## src/rtl/scan_ctl_145_if.sv

```systemverilog
// Signal bundle between the sn74ls145 scan controller and its keypad/decoder side.
// The master modport is the controller; the slave modport is whatever drives en/ret_n.
interface scan_ctl_145_if;
  logic       en;
  logic       ret_n;
  logic       a;
  logic       b;
  logic       c;
  logic       d;
  logic [3:0] dig;
  logic       load;
  logic [3:0] key_code;
  logic       key_valid;
  logic       key_held;

  modport master (
    input  en, ret_n,
    output a, b, c, d, dig, load, key_code, key_valid, key_held
  );

  modport slave (
    output en, ret_n,
    input  a, b, c, d, dig, load, key_code, key_valid, key_held
  );
endinterface

```

## src/rtl/scan_ctl_145.sv

```systemverilog
// Digit scanner for an sn74ls145 BCD decoder with blanking, dwell timing and a
// two-frame debounced key detector on the shared active-low return line.
module scan_ctl_145 #(
  parameter int DIGITS = 10,
  parameter int DWELL  = 16,
  parameter int BLANK  = 2
) (
  input  logic           i_clk,
  input  logic           i_rst_n,
  scan_ctl_145_if.master io_bus
);

  if (DIGITS < 2 || DIGITS > 10) begin : g_badDigits
    $fatal(1, "scan_ctl_145: DIGITS must be in 2..10");
  end
  if (DWELL < 2 || DWELL > 255) begin : g_badDwell
    $fatal(1, "scan_ctl_145: DWELL must be in 2..255");
  end
  if (BLANK < 1 || BLANK > 255) begin : g_badBlank
    $fatal(1, "scan_ctl_145: BLANK must be in 1..255");
  end

  localparam logic [7:0] BLANK_LAST = 8'(BLANK - 1);
  localparam logic [7:0] DWELL_LAST = 8'(DWELL - 1);
  localparam logic [3:0] DIG_LAST   = 4'(DIGITS - 1);

  typedef enum logic [1:0] {S_IDLE, S_BLANK, S_DWELL} state_t;

  state_t     r_state, w_state;
  logic [7:0] r_cnt, w_cnt;
  logic [3:0] r_dig, w_dig;
  logic [3:0] r_code, w_code;
  logic       r_load, w_load;
  logic       r_candValid, w_candValid;
  logic [3:0] r_cand, w_cand;
  logic       r_prevValid, w_prevValid;
  logic [3:0] r_prev, w_prev;
  logic [3:0] r_keyCode, w_keyCode;
  logic       r_keyValid, w_keyValid;
  logic       r_keyHeld, w_keyHeld;
  logic       w_frameCandValid;
  logic [3:0] w_frameCand;

  always_comb begin
    w_state          = r_state;
    w_cnt            = r_cnt;
    w_dig            = r_dig;
    w_code           = 4'hF;
    w_load           = 1'b0;
    w_candValid      = r_candValid;
    w_cand           = r_cand;
    w_prevValid      = r_prevValid;
    w_prev           = r_prev;
    w_keyCode        = r_keyCode;
    w_keyValid       = 1'b0;
    w_keyHeld        = r_keyHeld;
    w_frameCandValid = 1'b0;
    w_frameCand      = r_cand;

    if (!io_bus.en) begin
      w_state     = S_IDLE;
      w_cnt       = 8'd0;
      w_candValid = 1'b0;
      w_cand      = 4'd0;
    end else begin
      case (r_state)
        S_IDLE: begin
          w_state = S_BLANK;
          w_cnt   = 8'd0;
        end
        S_BLANK: begin
          if (r_cnt == BLANK_LAST) begin
            w_state = S_DWELL;
            w_cnt   = 8'd0;
            w_code  = r_dig;
            w_load  = 1'b1;
          end else begin
            w_cnt = r_cnt + 8'd1;
          end
        end
        S_DWELL: begin
          if (r_cnt == DWELL_LAST) begin
            w_state = S_BLANK;
            w_cnt   = 8'd0;
            // Digits are scanned upward, so the first closed digit in a frame is the lowest.
            w_frameCandValid = r_candValid || !io_bus.ret_n;
            w_frameCand      = r_candValid ? r_cand : r_dig;
            if (r_dig == DIG_LAST) begin
              w_dig       = 4'd0;
              w_candValid = 1'b0;
              w_cand      = 4'd0;
              if (w_frameCandValid) begin
                if (r_prevValid && (r_prev == w_frameCand) && !r_keyHeld) begin
                  w_keyValid = 1'b1;
                  w_keyCode  = w_frameCand;
                  w_keyHeld  = 1'b1;
                end
                w_prevValid = 1'b1;
                w_prev      = w_frameCand;
              end else begin
                w_keyHeld   = 1'b0;
                w_prevValid = 1'b0;
                w_prev      = 4'd0;
              end
            end else begin
              w_dig       = r_dig + 4'd1;
              w_candValid = w_frameCandValid;
              w_cand      = w_frameCand;
            end
          end else begin
            w_cnt  = r_cnt + 8'd1;
            w_code = r_dig;
          end
        end
        default: w_state = S_IDLE;
      endcase
    end
  end

  always_ff @(posedge i_clk) begin
    if (!i_rst_n) begin
      r_state     <= S_IDLE;
      r_cnt       <= 8'd0;
      r_dig       <= 4'd0;
      r_code      <= 4'hF;
      r_load      <= 1'b0;
      r_candValid <= 1'b0;
      r_cand      <= 4'd0;
      r_prevValid <= 1'b0;
      r_prev      <= 4'd0;
      r_keyCode   <= 4'd0;
      r_keyValid  <= 1'b0;
      r_keyHeld   <= 1'b0;
    end else begin
      r_state     <= w_state;
      r_cnt       <= w_cnt;
      r_dig       <= w_dig;
      r_code      <= w_code;
      r_load      <= w_load;
      r_candValid <= w_candValid;
      r_cand      <= w_cand;
      r_prevValid <= w_prevValid;
      r_prev      <= w_prev;
      r_keyCode   <= w_keyCode;
      r_keyValid  <= w_keyValid;
      r_keyHeld   <= w_keyHeld;
    end
  end

  assign {io_bus.d, io_bus.c, io_bus.b, io_bus.a} = r_code;
  assign io_bus.dig       = r_dig;
  assign io_bus.load      = r_load;
  assign io_bus.key_code  = r_keyCode;
  assign io_bus.key_valid = r_keyValid;
  assign io_bus.key_held  = r_keyHeld;

endmodule

```

## src/flat_wrapper.sv

```systemverilog
// flat-port wrapper written by rule: the top's interface ports become plain ports
module scan_ctl_145_flat 
#(
  parameter int DIGITS = 10,
  parameter int DWELL  = 16,
  parameter int BLANK  = 2
)
  (i_clk, i_rst_n, io_bus_en, io_bus_ret_n, io_bus_a, io_bus_b, io_bus_c, io_bus_d, io_bus_dig, io_bus_load, io_bus_key_code, io_bus_key_valid, io_bus_key_held);
  scan_ctl_145_if io_bus_i ();
  input  logic i_clk;
  input  logic i_rst_n;
  input wire logic [$bits(io_bus_i.en)-1:0] io_bus_en;
  input wire logic [$bits(io_bus_i.ret_n)-1:0] io_bus_ret_n;
  output wire logic [$bits(io_bus_i.a)-1:0] io_bus_a;
  output wire logic [$bits(io_bus_i.b)-1:0] io_bus_b;
  output wire logic [$bits(io_bus_i.c)-1:0] io_bus_c;
  output wire logic [$bits(io_bus_i.d)-1:0] io_bus_d;
  output wire logic [$bits(io_bus_i.dig)-1:0] io_bus_dig;
  output wire logic [$bits(io_bus_i.load)-1:0] io_bus_load;
  output wire logic [$bits(io_bus_i.key_code)-1:0] io_bus_key_code;
  output wire logic [$bits(io_bus_i.key_valid)-1:0] io_bus_key_valid;
  output wire logic [$bits(io_bus_i.key_held)-1:0] io_bus_key_held;
  assign io_bus_i.en = io_bus_en;
  assign io_bus_i.ret_n = io_bus_ret_n;
  assign io_bus_a = io_bus_i.a;
  assign io_bus_b = io_bus_i.b;
  assign io_bus_c = io_bus_i.c;
  assign io_bus_d = io_bus_i.d;
  assign io_bus_dig = io_bus_i.dig;
  assign io_bus_load = io_bus_i.load;
  assign io_bus_key_code = io_bus_i.key_code;
  assign io_bus_key_valid = io_bus_i.key_valid;
  assign io_bus_key_held = io_bus_i.key_held;
  scan_ctl_145 #(.DIGITS(DIGITS), .DWELL(DWELL), .BLANK(BLANK)) u_core (.i_clk(i_clk), .i_rst_n(i_rst_n), .io_bus(io_bus_i));
endmodule
```

## config.mk

```make
export PLATFORM = sky130hd
export DESIGN_NAME = scan_ctl_145_flat
export DESIGN_NICKNAME = d
export VERILOG_FILES = /design/src/rtl/scan_ctl_145_if.sv /design/src/rtl/scan_ctl_145.sv /design/src/flat_wrapper.sv
export SDC_FILE = /design/constraint.sdc
export NUM_CORES = 1
export LEC_CHECK = 0
export CORE_UTILIZATION = 35
export CTS_CLUSTER_SIZE = 16
export DETAILED_ROUTE_END_ITERATION = 8
export PLACE_DENSITY = 0.58
export SLEW_MARGIN = 40
export SYNTH_ARGS = -nofsm -noshare
export SYNTH_HDL_FRONTEND = slang
export SYNTH_SLANG_ARGS = --single-unit
```

## constraint.sdc

```tcl
create_clock -name i_clk -period 5.3 [get_ports i_clk]
set_input_delay 1.59 -clock i_clk [delete_from_list [all_inputs] [get_ports i_clk]]
set_output_delay 1.59 -clock i_clk [all_outputs]
set_load 0.005 [all_outputs]
```

======== Yosys cells after proc, flatten, opt, wreduce, memory -nomap -nowiden ========
Cells that the tools add are included.
operators by class
  add/subtract/negate cells ............... 2
  equal/unequal tests ..................... 9
  mux-type cells .......................... 19
  reduce and logical (&&, ||, !) cells .... 16
operators by type and width
  cell                                                              number
  4-bit two-way mux                                                 6
  8-bit case mux with 3 select lines                                1
  8-bit two-way mux                                                 2
  6-bit AND reduction                                               2
  8-bit by 1-bit adder with 8-bit output (second input constant)    1
  8-bit by 1-bit == test with 1-bit output (second input constant)  1
  8-bit by 4-bit == test with 1-bit output (second input constant)  1
  4-bit case mux with 2 select lines                                1
  1-bit two-way mux                                                 6
  2-bit case mux with 3 select lines                                1
  2-bit AND reduction                                               3
  3-bit AND reduction                                               2
  5-bit AND reduction                                               1
  4-bit by 1-bit adder with 4-bit output (second input constant)    1
  4-bit == test                                                     1
  4-bit == test (second input constant)                             1
  2-bit two-way mux                                                 2
  2-bit by 1-bit != test with 1-bit output (second input constant)  2
  4-bit AND reduction                                               1
  3-bit nonzero test                                                1
  2-bit by 1-bit == test with 1-bit output (second input constant)  1
  2-bit == test (second input constant)                             1
  1-bit logical AND                                                 2
  1-bit logical NOT                                                 2
  3 further kinds                                                   3
word-level totals
  register bits ........................... 35
  bits of input ports ..................... 4
  output and inout bits ................... 15
  logic and storage cells ................. 58

======== Longest topological paths before layout ========
  depth in word-level cells ............... 6
  depth in mapped cells ................... 7
  mapped depth without buffers ............ 7

======== Worst setup path before layout ========
OpenSTA, ideal clock, no wires.
  path type ............................... input -> register
  from .................................... in io_bus_ret_n
  to ...................................... reg u_core.r_prev[1]
  setup time .............................. 0.070 ns
  arrival ................................. 2.221 ns
  required time ........................... 5.230 ns
  setup slack ............................. 3.008 ns
  stages on the path ...................... 3
  buffers on the path ..................... 0
  cell sequence ........................... nor2b_1 > or3_1 > a21boi_1
between the ends
  word-level cells in the longest chain between the ends .. 3
ends and longest elaborated chain
  what                  RTL line             source
  start, declared       flat_wrapper.sv:13   input wire logic [$bits(io_bus_i.ret_n)-1:0] io_bus_ret_n;
  1-bit logical NOT     scan_ctl_145.sv:86   w_frameCandValid = r_candValid || !io_bus.ret_n;
  1-bit logical OR      scan_ctl_145.sv:86
  4-bit two-way mux     scan_ctl_145.sv:92   if (w_frameCandValid) begin
  end signal, assigned  scan_ctl_145.sv:143  r_prev <= w_prev;
  end, declared         scan_ctl_145.sv:37   logic [3:0] r_prev, w_prev;
No other way between the ends.
A chain may end at the register's enable or synchronous reset.

======== Final worst setup path ========
  from .................................... in i_rst_n
  to ...................................... reg u_core.r_cnt[4]
between the ends
  word-level cells in the longest chain between the ends .. 1
ends and longest elaborated chain
  what                           RTL line             source
  start, declared                flat_wrapper.sv:11   input logic i_rst_n;
  2-bit AND reduction (no line)  -
  end signal, assigned           scan_ctl_145.sv:136  r_cnt <= w_cnt;
  end, declared                  scan_ctl_145.sv:30   logic [7:0] r_cnt, w_cnt;
No other way between the ends.

==> results.env <==
RESULT_OF_THE_RUN='complete, no violations'
CTS.HTREE.LEVELS=2
WORSTHOLDPATHCELLS=2
CLOCK_SKEW_NS=0.00326
POST_DRT_VIA_CELL_RATIO=5.02
MAX_FREQ_MHz=317
DIE_HEIGHT_UM=72.7
WORST_EP_ARRIVAL_TIME_NS=3.37
CLOCKPOWERSHARE_PCT=39.6
POST_CTS_HOLD_BUFFER_COUNT=0
AREA_DELTA_SYNTH_FINAL_PCT=18.3
POST-CTS-SETUP-BUFFER-COUNT=0
INSERTED_CLOCK_BUFFERS=5
CRITICAL_PATH_PEAK_FANOUT=19
GRT_SETUP_UNREPAIRED='false'
CLOCK-SINKS=35
SYNTH_SEQUENTIAL_AREA_RATIO_PCT=40.1
R2R-START='u_core.io_bus.dig[0]$_SDFFE_PN0P_'
TIMING.REG2REG.SETUP_SLACK_NS=3.17
CORE_MM2=0.00475
NUMBER_OF_ANTENNA_VIOLATIONS_AT_THE_FIRST_CHECK_IN_GLOBAL_ROUTING=0
WORST_PATH_MAX_DELAY_CELL='sky130_fd_sc_hd__clkdlybuf4s50_1'
SYNTH_EDF_COUNT=0
ANTENNA_CELLS=0
HOLD-PATH-ENDPOINT='u_core.io_bus.key_code[1]$_SDFFE_PN0P_'
FINAL_NETS=228
WL_PER_CELL_UM=12.4
GRT_UTIL_ALL_LAYERS_PCT=14.9
LAYOUT.CELLS.MOST_COMMON='sky130_fd_sc_hd__dfxtp_1'
SYNTH_TOP_FLOP_CELL='sky130_fd_sc_hd__dfxtp_1'
DRIVE_GT1_SHARE_PCT=8.26
TOTALPOWERFINAL_uW=486
CLOCK_TREE_FROM_TRITONCTS='built'
IO_PINS=19
ANT_NETS=0
MOST-COMMON-LAYOUT-CELLS='sky130_fd_sc_hd__dfxtp_1 (35), sky130_fd_sc_hd__nand2_1 (23), sky130_fd_sc_hd__clkdlybuf4s50_1 (18)'
HPWLAFTERDP_MM=2.50
POWER.SWITCHING_uW=118
TIMING.RR.END='u_core.r_prev[0]$_SDFFE_PN0P_'
POWER.SHARE.SWITCHING_PCT=24.2
INTERNAL_POWER_uW=369
FINALSETUPVIOLATIONS=0
SYNTH-ASYNC-RESET-RATIO_PCT=0
DRC_ERRORS=0
PEAKVDDDROP_mV=0.121
SYNTHESIS.AREA_PER_INSTANCE_UM2=8.79
DETAILEDROUTE.FIRSTPASSITERATIONCOUNT=4
HOLD_PATH.STARTPOINT='u_core.io_bus.key_code[1]$_SDFFE_PN0P_'
YOSYS_WARNINGS=0
GRT_PASS1_VIAS=1245
LAYOUT_WORST_PATH_CYCLE_SHARE_PCT=59.4
WORSTSKEWPAIRLATENCY_NS=0.29
POWER.SHARE.COMBINATIONAL_PCT=5.6
NETLIST_INSTANCES=199
GRT_OVERFLOW=0
PATH_CLASS='input pin to flop'
REG2REGPATHDEPTH=4
DIE_AREA_MM2=0.00528
GRT_START_MAX_NET_PINS=20
YOSYS_REG_BITS=35
DIE_WIDTH_UM=72.7
NETLIST-CELL-TYPE-COUNT=45
GP_CONGESTION=0.751
WORSTMARGINPINSLEW_NS=0.732
GRT_PASS1_WL_MM=5.91
POST_CTS.RESIZED_INSTANCES=0
SETUP.WORST_PATH.END_CLASS='flop'
CRITICAL_PATH.MAX_STAGE_DELAY_NS=0.84
SYNTHESIS.AREA_MM2=0.00175
POSTPLACECELLAREA_MM2=0.00198
NUM_VIAS=1431
FINALHOLDVIOLATIONS=0
TIMING.CRITICAL_PATH.FROM_TYPE='input pin'
POST_CTS_CLOCK_SLEW_AT_THE_LAUNCH_AND_CAPTURE_REGISTERS_OF_THE_WORST_SETUP_AND_HOLD_PATHS_NS=0.07
POWER_FRAC_SEQ_PCT=54.8
FLOORPLAN.INITIALDENSITY_PCT=36.8
TOTALNEGATIVESETUPSLACK_NS=0
CAP_VIOLATIONS=0
MIN-DELAY-PATH-CLASS='flop to flop'
SYNTH_FP_NETS=210
FINAL_PERIOD_MINUS_WORST_SETUP_SLACK_NS=3.15
CLOCK-ROOT-BUFFER='sky130_fd_sc_hd__clkbuf_8'
PORT-BUFFER-COUNT=18
POWER.DENSITY_CELL_AREA_mW_PER_MM2=235
P_LEAK_uW=0.000702
LAYOUT.CORE_UTILIZATION_PCT=43.5
MAX_SLEW_MARGIN_PCT=50.5
CRIT_CHAIN='clkdlybuf4s50_1, nand2_1, nor3_1, o2bb2ai_1'
PLACEMENTROWS=25
CTS-ROOT-TO-SINK-BUFFERS=2
FAMILY_WITH_THE_MOST_DELAY_ON_THE_WORST_PATH='buffers and inverters'
FIRST_ITER_VIOLATIONS=75
DRT-TOTAL-WL_MM=3.55
DRV_SLEW=0
FIN_WORST_HOLD_SLACK_NS=0.463
FINALINSTANCEAREA_MM2=0.00207
TIMING.CRITICAL_PATH.BUF_INV=1
CRITICAL_PATH_REQUIRED_NS=5.52
## per-stage QoR
stage	instances	setup WS [ns]
floorplan	199	3.01
global placement	277	1.82
detailed placement	277	1.82
CTS	285	2.10
global route	285	1.96
finish	285	2.15
## worst max-delay path by stage
stage | slack, ns | cells past startpoint | endpoint | startpoint
floorplan | 3.01 | 3 | u_core.r_prev[1]$_SDFFE_PN0P_ | io_bus_ret_n
global route | 1.96 | 4 | u_core.r_cnt[4]$_SDFFE_PN0P_ | i_rst_n
CTS | 2.10 | 4 | u_core.r_cnt[4]$_SDFFE_PN0P_ | i_rst_n
global placement | 1.82 | 4 | u_core.r_cnt[4]$_SDFFE_PN0P_ | i_rst_n
finish | 2.15 | 4 | u_core.r_cnt[4]$_SDFFE_PN0P_ | i_rst_n
detailed placement | 1.82 | 4 | u_core.r_cnt[4]$_SDFFE_PN0P_ | i_rst_n
## Yosys cell counts, types with 2 or more instances
master	instances	area [µm²]
sky130_fd_sc_hd__nand2b_1	6	37.5
sky130_fd_sc_hd__xor2_1	3	26.3
sky130_fd_sc_hd__a21boi_1	5	37.5
sky130_fd_sc_hd__a21o_1	4	30.0
sky130_fd_sc_hd__ha_1	7	87.6
sky130_fd_sc_hd__nor3_1	7	35.0
sky130_fd_sc_hd__nand4_1	3	18.8
sky130_fd_sc_hd__and2_1	2	12.5
sky130_fd_sc_hd__nor2_1	12	45.0
sky130_fd_sc_hd__a21boi_0	2	15.0
sky130_fd_sc_hd__or3_1	7	43.8
sky130_fd_sc_hd__mux2i_1	10	100
sky130_fd_sc_hd__clkbuf_1	5	18.8
sky130_fd_sc_hd__or4_1	4	30.0
sky130_fd_sc_hd__nand2_1	23	86.3
sky130_fd_sc_hd__inv_1	6	22.5
sky130_fd_sc_hd__a31oi_1	4	25.0
sky130_fd_sc_hd__nand3_1	11	55.1
sky130_fd_sc_hd__dfxtp_1	35	701
sky130_fd_sc_hd__o21ai_0	4	20.0
sky130_fd_sc_hd__or2_2	2	12.5
sky130_fd_sc_hd__a21oi_1	10	50.1
sky130_fd_sc_hd__nor2b_1	5	31.3
## power groups by stage
stage	clock network [µW]	registers (µW)	logic, µW
2_1_floorplan	0	273	16.8
3_3_place_gp	0	273	27.7
3_5_place_dp	0	273	27.2
4_1_cts	196	267	27.5
5_1_grt	213	267	30.3
6_report	193	267	27.1
## cell type report
| cell class | instances | area (µm²) |
|---|---|---|
| fillers | 497 | 2690 |
| repair buffers | 18 | 180 |
| flip-flops and latches | 35 | 701 |
| clock inverters | 2 | 12.5 |
| well taps | 67 | 83.8 |
| multi-input cells | 151 | 997 |
| inverters | 6 | 22.5 |
| clock buffers | 6 | 72.6 |
## cell families after synthesis
kind of cell	synth area share, %
AO/OA/AOI/OAI	14.8
XOR/XNOR	2.00
adder cells (fa/ha/maj)	5.01
buffers and inverters	3.29
flip-flops	40.1
multiplexers	5.72
AND/OR/NAND/NOR	29.1
## layer usage
layer / part of all wire [%] / GRT usage, %
met5: 0 / 0
met4: 1.4 / 5.23
met2: 46 / 23.4
met1: 49 / 19.0
met3: 2.8 / 4.97
## state kept, by name (all words and copies together) (netlist names)
| register | count |
|---|---|
| u_core.r_cnt | 8 |
| u_core.io_bus.dig | 4 |
| u_core.io_bus.key_code | 4 |
| u_core.r_cand | 4 |
| u_core.r_code | 4 |
| u_core.r_prev | 4 |
| u_core.r_state | 2 |
| u_core.io_bus.key_held | 1 |
| u_core.io_bus.key_valid | 1 |
| u_core.io_bus.load | 1 |
| u_core.r_candValid | 1 |
| u_core.r_prevValid | 1 |
## worst reg2reg max path: cells and delay by family (launching register included)
family          cells  cell delay, ns
flops               1            0.51
compound gates      1            0.13
simple gates        3            1.43
(Power assumes the default switching activity.)
